<file path="config.mk">
export PLATFORM = sky130hd
export DESIGN_NAME = seq_multiplier_flat
export DESIGN_NICKNAME = d
export VERILOG_FILES = /design/src/rtl/seq_mult_pkg.sv /design/src/rtl/seq_multiplier_if.sv /design/src/rtl/add_nbit.sv /design/src/rtl/full_adder.sv /design/src/rtl/half_adder.sv /design/src/rtl/seq_multiplier.sv /design/src/flat_wrapper.sv
export SDC_FILE = /design/constraint.sdc
export NUM_CORES = 1
export LEC_CHECK = 0
export CAP_MARGIN = 10
export CORE_MARGIN = 5
export CORE_UTILIZATION = 30
export DETAILED_ROUTE_END_ITERATION = 8
export PLACE_DENSITY = 0.6
export SLEW_MARGIN = 25
export SYNTH_ARGS = -nofsm -noshare
export SYNTH_HDL_FRONTEND = slang
export SYNTH_SLANG_ARGS = --single-unit
</file>
<file path="constraint.sdc">
create_clock -name clk -period 9 [get_ports clk]
set_input_delay 1.8 -clock clk [delete_from_list [all_inputs] [get_ports clk]]
set_output_delay 1.8 -clock clk [all_outputs]
set_load 0.01 [all_outputs]
</file>
<file path="src/rtl/seq_mult_pkg.sv">
// rtl/seq_mult_pkg.sv - shared state type and width limits for the sequential multiplier
package seq_mult_pkg;

    typedef enum logic [1:0] {
        IDLE,
        RUN,
        DONE
    } state_t;

    localparam int WIDTH_MAX = 32;
    localparam int WIDTH_MIN = 1;

endpackage

</file>
<file path="src/rtl/seq_multiplier_if.sv">
// rtl/seq_multiplier_if.sv - start/busy/done operand and product bundle
interface seq_multiplier_if #(
    parameter int WIDTH = 8
);
    import seq_mult_pkg::*;

    logic               start;
    logic [WIDTH-1:0]   num1;
    logic [WIDTH-1:0]   num2;
    logic               busy;
    logic               done;
    logic [2*WIDTH-1:0] prod;

    modport master (
        output start, num1, num2,
        input  busy, done, prod
    );

    modport slave (
        input  start, num1, num2,
        output busy, done, prod
    );

endinterface

</file>
<file path="src/rtl/add_nbit.sv">
// rtl/add_nbit.sv - WIDTH-bit ripple adder with carry out from half/full adder cells
module add_nbit #(
    parameter int WIDTH = 8
) (
    input  logic [WIDTH-1:0] a,
    input  logic [WIDTH-1:0] b,
    output logic [WIDTH-1:0] sum,
    output logic             cout
);

    logic [WIDTH:1] c;

    // No carry in, so the LSB only needs a half adder
    half_adder u_ha (
        .a  (a[0]),
        .b  (b[0]),
        .s  (sum[0]),
        .co (c[1])
    );

    for (genvar i = 1; i < WIDTH; i++) begin : g_fa
        full_adder u_fa (
            .a  (a[i]),
            .b  (b[i]),
            .ci (c[i]),
            .s  (sum[i]),
            .co (c[i+1])
        );
    end

    assign cout = c[WIDTH];

endmodule

</file>
<file path="src/rtl/full_adder.sv">
// rtl/full_adder.sv - single-bit full adder cell
module full_adder (
    input  logic a,
    input  logic b,
    input  logic ci,
    output logic s,
    output logic co
);

    assign s  = a ^ b ^ ci;
    assign co = (a & b) | (ci & (a ^ b));

endmodule

</file>
<file path="src/rtl/half_adder.sv">
// rtl/half_adder.sv - single-bit half adder cell
module half_adder (
    input  logic a,
    input  logic b,
    output logic s,
    output logic co
);

    assign s  = a ^ b;
    assign co = a & b;

endmodule

</file>
<file path="src/rtl/seq_multiplier.sv">
// rtl/seq_multiplier.sv - shift-and-add unsigned multiplier, optional SEQ_MULT_EARLY_TERM_EN
module seq_multiplier
    import seq_mult_pkg::*;
#(
    parameter int WIDTH = 8
) (
    input  logic            clk,
    input  logic            rst,
    seq_multiplier_if.slave bus
);

    localparam int CNT_W = $clog2(WIDTH) + 1;
    localparam logic [CNT_W-1:0] LAST = CNT_W'(WIDTH - 1);

    if (WIDTH < WIDTH_MIN || WIDTH > WIDTH_MAX) begin : g_bad_width
        $error("seq_multiplier: WIDTH outside supported range");
    end

    state_t             state;
    logic [WIDTH-1:0]   mcand;
    logic [WIDTH-1:0]   mplier;
    logic [2*WIDTH-1:0] acc;
    logic [CNT_W-1:0]   cnt;

    logic [WIDTH-1:0]   addend;
    logic [WIDTH-1:0]   sum;
    logic               carry;
    logic [2*WIDTH:0]   acc_wide;
    logic [2*WIDTH-1:0] acc_step;
    logic [2*WIDTH-1:0] acc_fin;
    logic               last;

    assign addend = mplier[0] ? mcand : '0;

    add_nbit #(
        .WIDTH (WIDTH)
    ) u_add (
        .a    (acc[2*WIDTH-1:WIDTH]),
        .b    (addend),
        .sum  (sum),
        .cout (carry)
    );

    // Carry joins the upper half before the right shift, so nothing is lost
    assign acc_wide = {carry, sum, acc[WIDTH-1:0]};
    assign acc_step = (2*WIDTH)'(acc_wide >> 1);

`ifdef SEQ_MULT_EARLY_TERM_EN
    logic [WIDTH-1:0] mplier_nxt;

    assign mplier_nxt = mplier >> 1;
    assign last       = (cnt == LAST) || (mplier_nxt == '0);
    // Remaining multiplier bits are all zero: the outstanding shifts collapse into one
    assign acc_fin    = acc_step >> (LAST - cnt);
`else
    assign last    = (cnt == LAST);
    assign acc_fin = acc_step;
`endif

    always_ff @(posedge clk or posedge rst) begin
        if (rst) begin
            state    <= IDLE;
            mcand    <= '0;
            mplier   <= '0;
            acc      <= '0;
            cnt      <= '0;
            bus.busy <= 1'b0;
            bus.done <= 1'b0;
            bus.prod <= '0;
        end else begin
            case (state)
                IDLE, DONE: begin
                    bus.done <= 1'b0;
                    if (bus.start) begin
                        state    <= RUN;
                        bus.busy <= 1'b1;
                        mcand    <= bus.num1;
                        mplier   <= bus.num2;
                        acc      <= '0;
                        cnt      <= '0;
                    end else begin
                        state <= IDLE;
                    end
                end
                RUN: begin
                    acc    <= acc_step;
                    mplier <= mplier >> 1;
                    cnt    <= cnt + CNT_W'(1);
                    if (last) begin
                        state    <= DONE;
                        bus.busy <= 1'b0;
                        bus.done <= 1'b1;
                        bus.prod <= acc_fin;
                    end
                end
                default: state <= IDLE;
            endcase
        end
    end

endmodule

</file>
<file path="src/flat_wrapper.sv">
// flat-port wrapper written by rule: the top's interface ports become plain ports
module seq_multiplier_flat import seq_mult_pkg::*;
#(
    parameter int WIDTH = 8
)
  (clk, rst, bus_start, bus_num1, bus_num2, bus_busy, bus_done, bus_prod);
  seq_multiplier_if #(.WIDTH(WIDTH)) bus_i ();
  input  logic clk;
  input  logic rst;
  input wire logic [$bits(bus_i.start)-1:0] bus_start;
  input wire logic [$bits(bus_i.num1)-1:0] bus_num1;
  input wire logic [$bits(bus_i.num2)-1:0] bus_num2;
  output wire logic [$bits(bus_i.busy)-1:0] bus_busy;
  output wire logic [$bits(bus_i.done)-1:0] bus_done;
  output wire logic [$bits(bus_i.prod)-1:0] bus_prod;
  assign bus_i.start = bus_start;
  assign bus_i.num1 = bus_num1;
  assign bus_i.num2 = bus_num2;
  assign bus_busy = bus_i.busy;
  assign bus_done = bus_i.done;
  assign bus_prod = bus_i.prod;
  seq_multiplier #(.WIDTH(WIDTH)) u_core (.clk(clk), .rst(rst), .bus(bus_i));
endmodule
</file>
==> results of run 1 <==
-- per-stage QoR --
stage	instances	power [W]	setup WS [ns]	hold slack (ns)	area, um2
2_1_floorplan	202	0.000676	5.19	0.436	2390
3_3_place_gp	327	0.000788	5.21	0.453	2790
3_5_place_dp	327	0.000796	5.11	0.466	2790
4_1_cts	335	0.000966	5.10	0.478	2900
5_1_grt	335	0.00103	4.88	0.513	2900
6_report	335	0.000946	5.12	0.480	2900
-- registers in the layout, summed over array words and instances (netlist names) --
signal           count
u_core.mcand         8
u_core.bus.busy      1
u_core.state         2
u_core.acc          15
u_core.mplier        8
u_core.cnt           4
u_core.bus.prod     16
u_core.bus.done      1
-- metal layers --
layer / vias to the layer above / part of all wire [%] / track usage, %
li1: 747 / - / -
met1: 738 / 50 / 14.0
met2: 37 / 43 / 15.3
met3: 5 / 5.7 / 3.02
met4: 0 / 1.5 / 3.47
met5: - / 0 / 0
-- layout by cell type, fill, tap and decap left out --
cell type and instances:
nor2b_1 1, and2b_2 1, nand4_1 1, a22o_1 10
nand3b_1 1, nand3_1 8, nand2b_4 1, and2b_1 1
ha_1 2, bufinv_16 1, buf_4 1, fa_1 7
a21o_1 1, clkinv_2 1, mux2_2 7, inv_2 1
dfrtp_1 55, nor2_8 1, o21ai_0 17, clkbuf_8 6
inv_1 9, mux2i_1 2, o2bb2ai_1 8, nand2b_1 2
clkdlybuf4s50_1 36, and2_1 1, a22oi_1 7, mux2_4 1
nor2_1 1, o21a_1 1, nand2_1 41
-- kinds of logic (layout without fill, tap and decap cells) --
family | count (synthesis) | in the layout | share of synthesized area, %
DFF | 55 | 55 | 57.6
AOI/OAI and AO/OA | 44 | 44 | 13.0
adders and majority gates | 9 | 9 | 6.91
and+or+nand+nor | 60 | 60 | 12.0
muxes | 10 | 10 | 4.76
buffers and inverters | 24 | 55 | 5.81
-- area by class of cell --
class                           instances  area share, %
Sequential cell                        55           47.4
Timing Repair Buffer                   37           12.7
Tap cell                              102           4.40
Multi-Input combinational cell        123           30.2
Clock buffer                            6           2.84
Clock inverter                          2           1.21
Inverter                               10           1.29
-- worst min-delay path, stage by stage, from the launching register on --
cell and delay, ns:
dfrtp_1 0.35, nand2_1 0.05, nand2_1 0.05
-- worst min path at each step --
stage,from,endpoint,cells past startpoint
after global routing,u_core.mcand[5],u_core.mcand[5],2
after detailed placement,u_core.cnt[3],u_core.cnt[3],1
after floorplan,u_core.cnt[3],u_core.cnt[3],1
after CTS,u_core.cnt[3],u_core.cnt[3],1
final,u_core.mcand[0],u_core.mcand[0],2
after global placement,u_core.mcand[0],u_core.mcand[0],2
-- power by group --
| part | switching [W] | internal (W) | leakage (nW) |
|---|---|---|---|
| Combinational | 0.000188 | 0.000178 | 0.536 |
| Sequential | 0.0000626 | 0.000351 | 0.702 |
| Clock | 0.0000774 | 0.0000901 | 0.0612 |
| Total | 0.000328 | 0.000619 | 1.30 |
==> reports/results.tsv, run 1 <==
metric	value	unit
outcome	complete, no violations	
cts.clk_slew.worst_paths	0.09	ns
hp-class	flip-flop to flip-flop	
synth_common_cells	dfrtp_1 (55), nand2_1 (41), o21ai_0 (17), a22o_1 (10), inv_1 (10)	
num_antenna_cells	0	
grt_overflow	0	
yosysSeqAreaShare	57.6	%
slew_violations	0	
cts_tree	yes	
worstSetupStartpointType	flip-flop	
clk_path_buf_depth	2	
die_w	99.3	um
worst_pin_slew	0.912	ns
crit_type	flip-flop to flip-flop	
dieArea	0.00986	mm2
relSlewSlack	39.2	%
root_buffer	clkbuf_8	
synth_fp_nets	230	
cp.depth	11	
avgSynthCellArea	11.8	um2
initial_utilization	30.9	%
critPathLaunch	u_core.mplier[0]	
wl_per_cell	13.4	um
r2r-end	u_core.bus.prod[14]	
clk_latency	0.30	ns
finalWirelength	4490	um
grt_pass1_wl	8130	um
cts_made_buffers	5	
critical_path.slowest_cell	fa_1	
utilization	37.6	%
grt_max_degree	56	
ys_top_cells_by_area	dfrtp_1 (58%), nand2_1 (6.4%), fa_1 (5.9%)	
pin_count	37	
cts_resized	0	
route.detailed.drc	0	
p_per_area	326	mW/mm2
synth_cell_types	29	
crit_family	adder cells	
nets	260	
antenna_found_initial	0	
post_cts_buffers	0	
die_h	99.3	um
max-cap-violations	0	
crit_path_end	u_core.bus.prod[14]	
vias	1527	
synth_edf_count	0	
crit_fanout	9	
multi_input_area	876	um2
r2r_slack	5.12	ns
synth.most_common_cell	dfrtp_1	
syn_inst	202	
portBuffers	36	
setup_viol	0	
period_share	43.1	%
ys.flop_type	dfrtp_1	
critPathBufInv	1	
crit_path_frequent_cell	fa_1	
htreeDepth	2	
critical_path.max_stage_delay	0.52	ns
drt_iter0_drc	73	
yosysWarnings	0	
ant_nets	0	
async_flop_share	100	%
crit_chain	and2_1 -> ha_1 -> inv_1 -> fa_1 -> fa_1 -> fa_1 -> fa_1 -> fa_1 -> fa_1 -> fa_1 -> o21ai_0	
rows	32	
clock_skew	0.00794	ns
grt_pass1_vias	1683	
netlist_area	0.00239	mm2
cp.required	9.17	ns
reg2reg_depth	11	
critical_path_arrival	4.06	ns
gp_congestion	0.751	
fmax	0.258	GHz
cp-end-kind	flip-flop	
hpwl	3130	um
synth_top_area_share	57.6	%
fill_cells	759	
hold_viol_final	0	
p_leak	1.30	nW
seqCellArea	0.00138	mm2
hold_buffers	0	
synth_top_area_cell	dfrtp_1	
finalSetupTns	0	ns
grt.total_usage	10.2	%
area_growth	21.4	%
rsz0062_at_grt	false	
period_needed	3.88	ns
clock_sinks	55	
core	0.00773	mm2
dr.pass1.iters	5	
r2r-start	u_core.mplier[0]	
vdd_drop_max	0.0986	mV
drive_gt1_share	9.01	%
vias_per_cell	4.56	
ys_seq_elements	55	
Note: power is estimated with default switching activity, not from simulation.
==> run 2, diff against run 1 <==
--- a/config.mk
+++ b/config.mk
@@ -9,7 +9,7 @@
 export CORE_MARGIN = 5
 export CORE_UTILIZATION = 30
 export DETAILED_ROUTE_END_ITERATION = 8
-export PLACE_DENSITY = 0.6
+export PLACE_DENSITY = 0.61
 export SLEW_MARGIN = 25
 export SYNTH_ARGS = -nofsm -noshare
 export SYNTH_HDL_FRONTEND = slang
==> constraint.sdc (replaced) <==
create_clock -name clk -period 3.25 [get_ports clk]
set_input_delay 0.65 -clock clk [delete_from_list [all_inputs] [get_ports clk]]
set_output_delay 0.65 -clock clk [all_outputs]
set_load 0.01 [all_outputs]
==> reports/results.tsv, run 2 (same netlist as run 1, synthesis figures left out) <==
metric	value	unit
crit_path_frequent_cell	fa_2	
num_antenna_cells	0	
max-cap-violations	0	
finalSetupTns	-0.531	ns
setup_ws	-0.185	ns
fmax	0.291	GHz
portBuffers	36	
pin_count	37	
critPathBufInv	1	
vias	1530	
outcome	finished, violations left	
grt_pass1_wl	8200	um
route.detailed.drc	0	
worst_pin_slew	0.945	ns
grt_pass1_vias	1647	
largest_registers	u_core.bus.prod x16, u_core.acc x15	
gp_congestion	0.786	
crit_family	adder cells	
p_leak	1.30	nW
dieArea	0.00986	mm2
final_common_cell	dfrtp_1	
cp.required	3.41	ns
rsz0062_at_grt	true	
post_cts_buffers	1	
clk_path_buf_depth	2	
ant_nets	0	
antenna_found_initial	0	
nets	263	
finalWirelength	4750	um
worstSetupStartpointType	flip-flop	
cts_resized	0	
crit_chain	and2_4 -> ha_4 -> inv_2 -> fa_2 -> fa_2 -> fa_2 -> fa_2 -> fa_2 -> fa_2 -> fa_1 -> o2bb2ai_1	
hpwl	3230	um
grt.total_usage	10.2	%
largest_reg_flops	16	
setup_viol	4	
period_share	106	%
crit_type	flip-flop to flip-flop	
hold_buffers	0	
clkPwrFrac	14.4	%
core	0.00773	mm2
vias_per_cell	4.54	
drive_gt1_share	13.6	%
p_per_area	891	mW/mm2
final_cell_mix	dfrtp_1 (55), nand2_1 (41), clkdlybuf4s50_1 (36)	
grt_max_degree	56	
dr.pass1.iters	4	
wl_per_cell	14.1	um
power.total	0.00261	W
seqPwrFrac	43.9	%
area_growth	22.3	%
clock_sinks	55	
htreeDepth	2	
hold_viol_final	0	
critical_path_arrival	3.59	ns
slew_violations	0	
cp-end-kind	flip-flop	
cts_tree	yes	
utilization	37.9	%
cts.clk_slew.worst_paths	0.10	ns
critical_path.slowest_cell	fa_1	
combPwrFrac	41.7	%
cts_made_buffers	5	
relSlewSlack	37.0	%
rows	32	
drt_iter0_drc	86	
violations	negative setup slack	
crit_fanout	2	
critical_path.max_stage_delay	0.50	ns
clock_skew	0.00700	ns
p_switching	0.000935	W
p_sw_share	35.9	%
die_h	99.3	um
p_int	0.00167	W
initial_utilization	30.9	%
root_buffer	clkbuf_8	
period_needed	3.44	ns
die_w	99.3	um
clk_latency	0.30	ns
hp-class	flip-flop to flip-flop	
grt_overflow	0	
regMostFlops	u_core.bus.prod	
vdd_drop_max	0.253	mV
timing.hold.ws	0.475	ns
fill_cells	753	
run 2: changes by cell type in the layout (fill, tap and decap cells not counted):
cell,previous run,this run
o21ai_1,0,1
o21ai_0,17,16
fa_2,0,6
buf_4,1,4
fa_1,7,1
bufinv_16,1,0
inv_1,9,8
inv_2,1,2
and2_1,1,0
ha_4,0,1
and2_4,0,1
ha_1,2,1
run 2: power by group through the flow:
stage | registers (W) | clock network, W | logic, W
after floorplan | 0.00115 | 0 | 0.000758
after CTS | 0.00115 | 0.000392 | 0.00111
after detailed placement | 0.00116 | 0 | 0.00110
after global routing | 0.00118 | 0.000417 | 0.00123
after global placement | 0.00115 | 0 | 0.00107
final | 0.00114 | 0.000376 | 0.00109
run 2: cell type report:
type / count / area, um2 / area share, %
tap: 102 / 128 / 4.36
multi-input combinational: 123 / 906 / 31.0
clock buffer: 6 / 82.6 / 2.82
inverter: 10 / 37.5 / 1.28
sequential: 55 / 1380 / 47.0
clock inverter: 1 / 5.00 / 0.171
timing repair buffer: 40 / 390 / 13.3
run 2: metrics by stage:
step                      setup slack, ns  cell area, um2  std cells
after floorplan                    -0.218            2430        202
after global placement             -0.154            2830        329
after detailed placement           -0.200            2830        329
after CTS                          -0.199            2930        337
after global routing               -0.313            2930        337
final                              -0.185            2930        337
run 2: final timing paths:
check | startpoint | end | slack [ns] | depth (start not counted)
max in group asynchronous | rst | u_core.mplier[1] | 1.94 | 3
min in group asynchronous | rst | u_core.acc[9] | 0.86 | 3
worst max register to register | u_core.mcand[0] | u_core.acc[14] | -0.19 | 11
worst min-delay path | u_core.cnt[3] | u_core.cnt[3] | 0.47 | 1
worst max-delay path | u_core.mcand[0] | u_core.acc[14] | -0.19 | 11
worst min register to register | u_core.cnt[3] | u_core.cnt[3] | 0.47 | 1
run 2: routing by layer:
metal  part of all wire, %  track usage, %
met5                     0               0
met4                   1.4            3.47
met3                   4.8            2.81
met2                    43            14.5
met1                    51            15.0
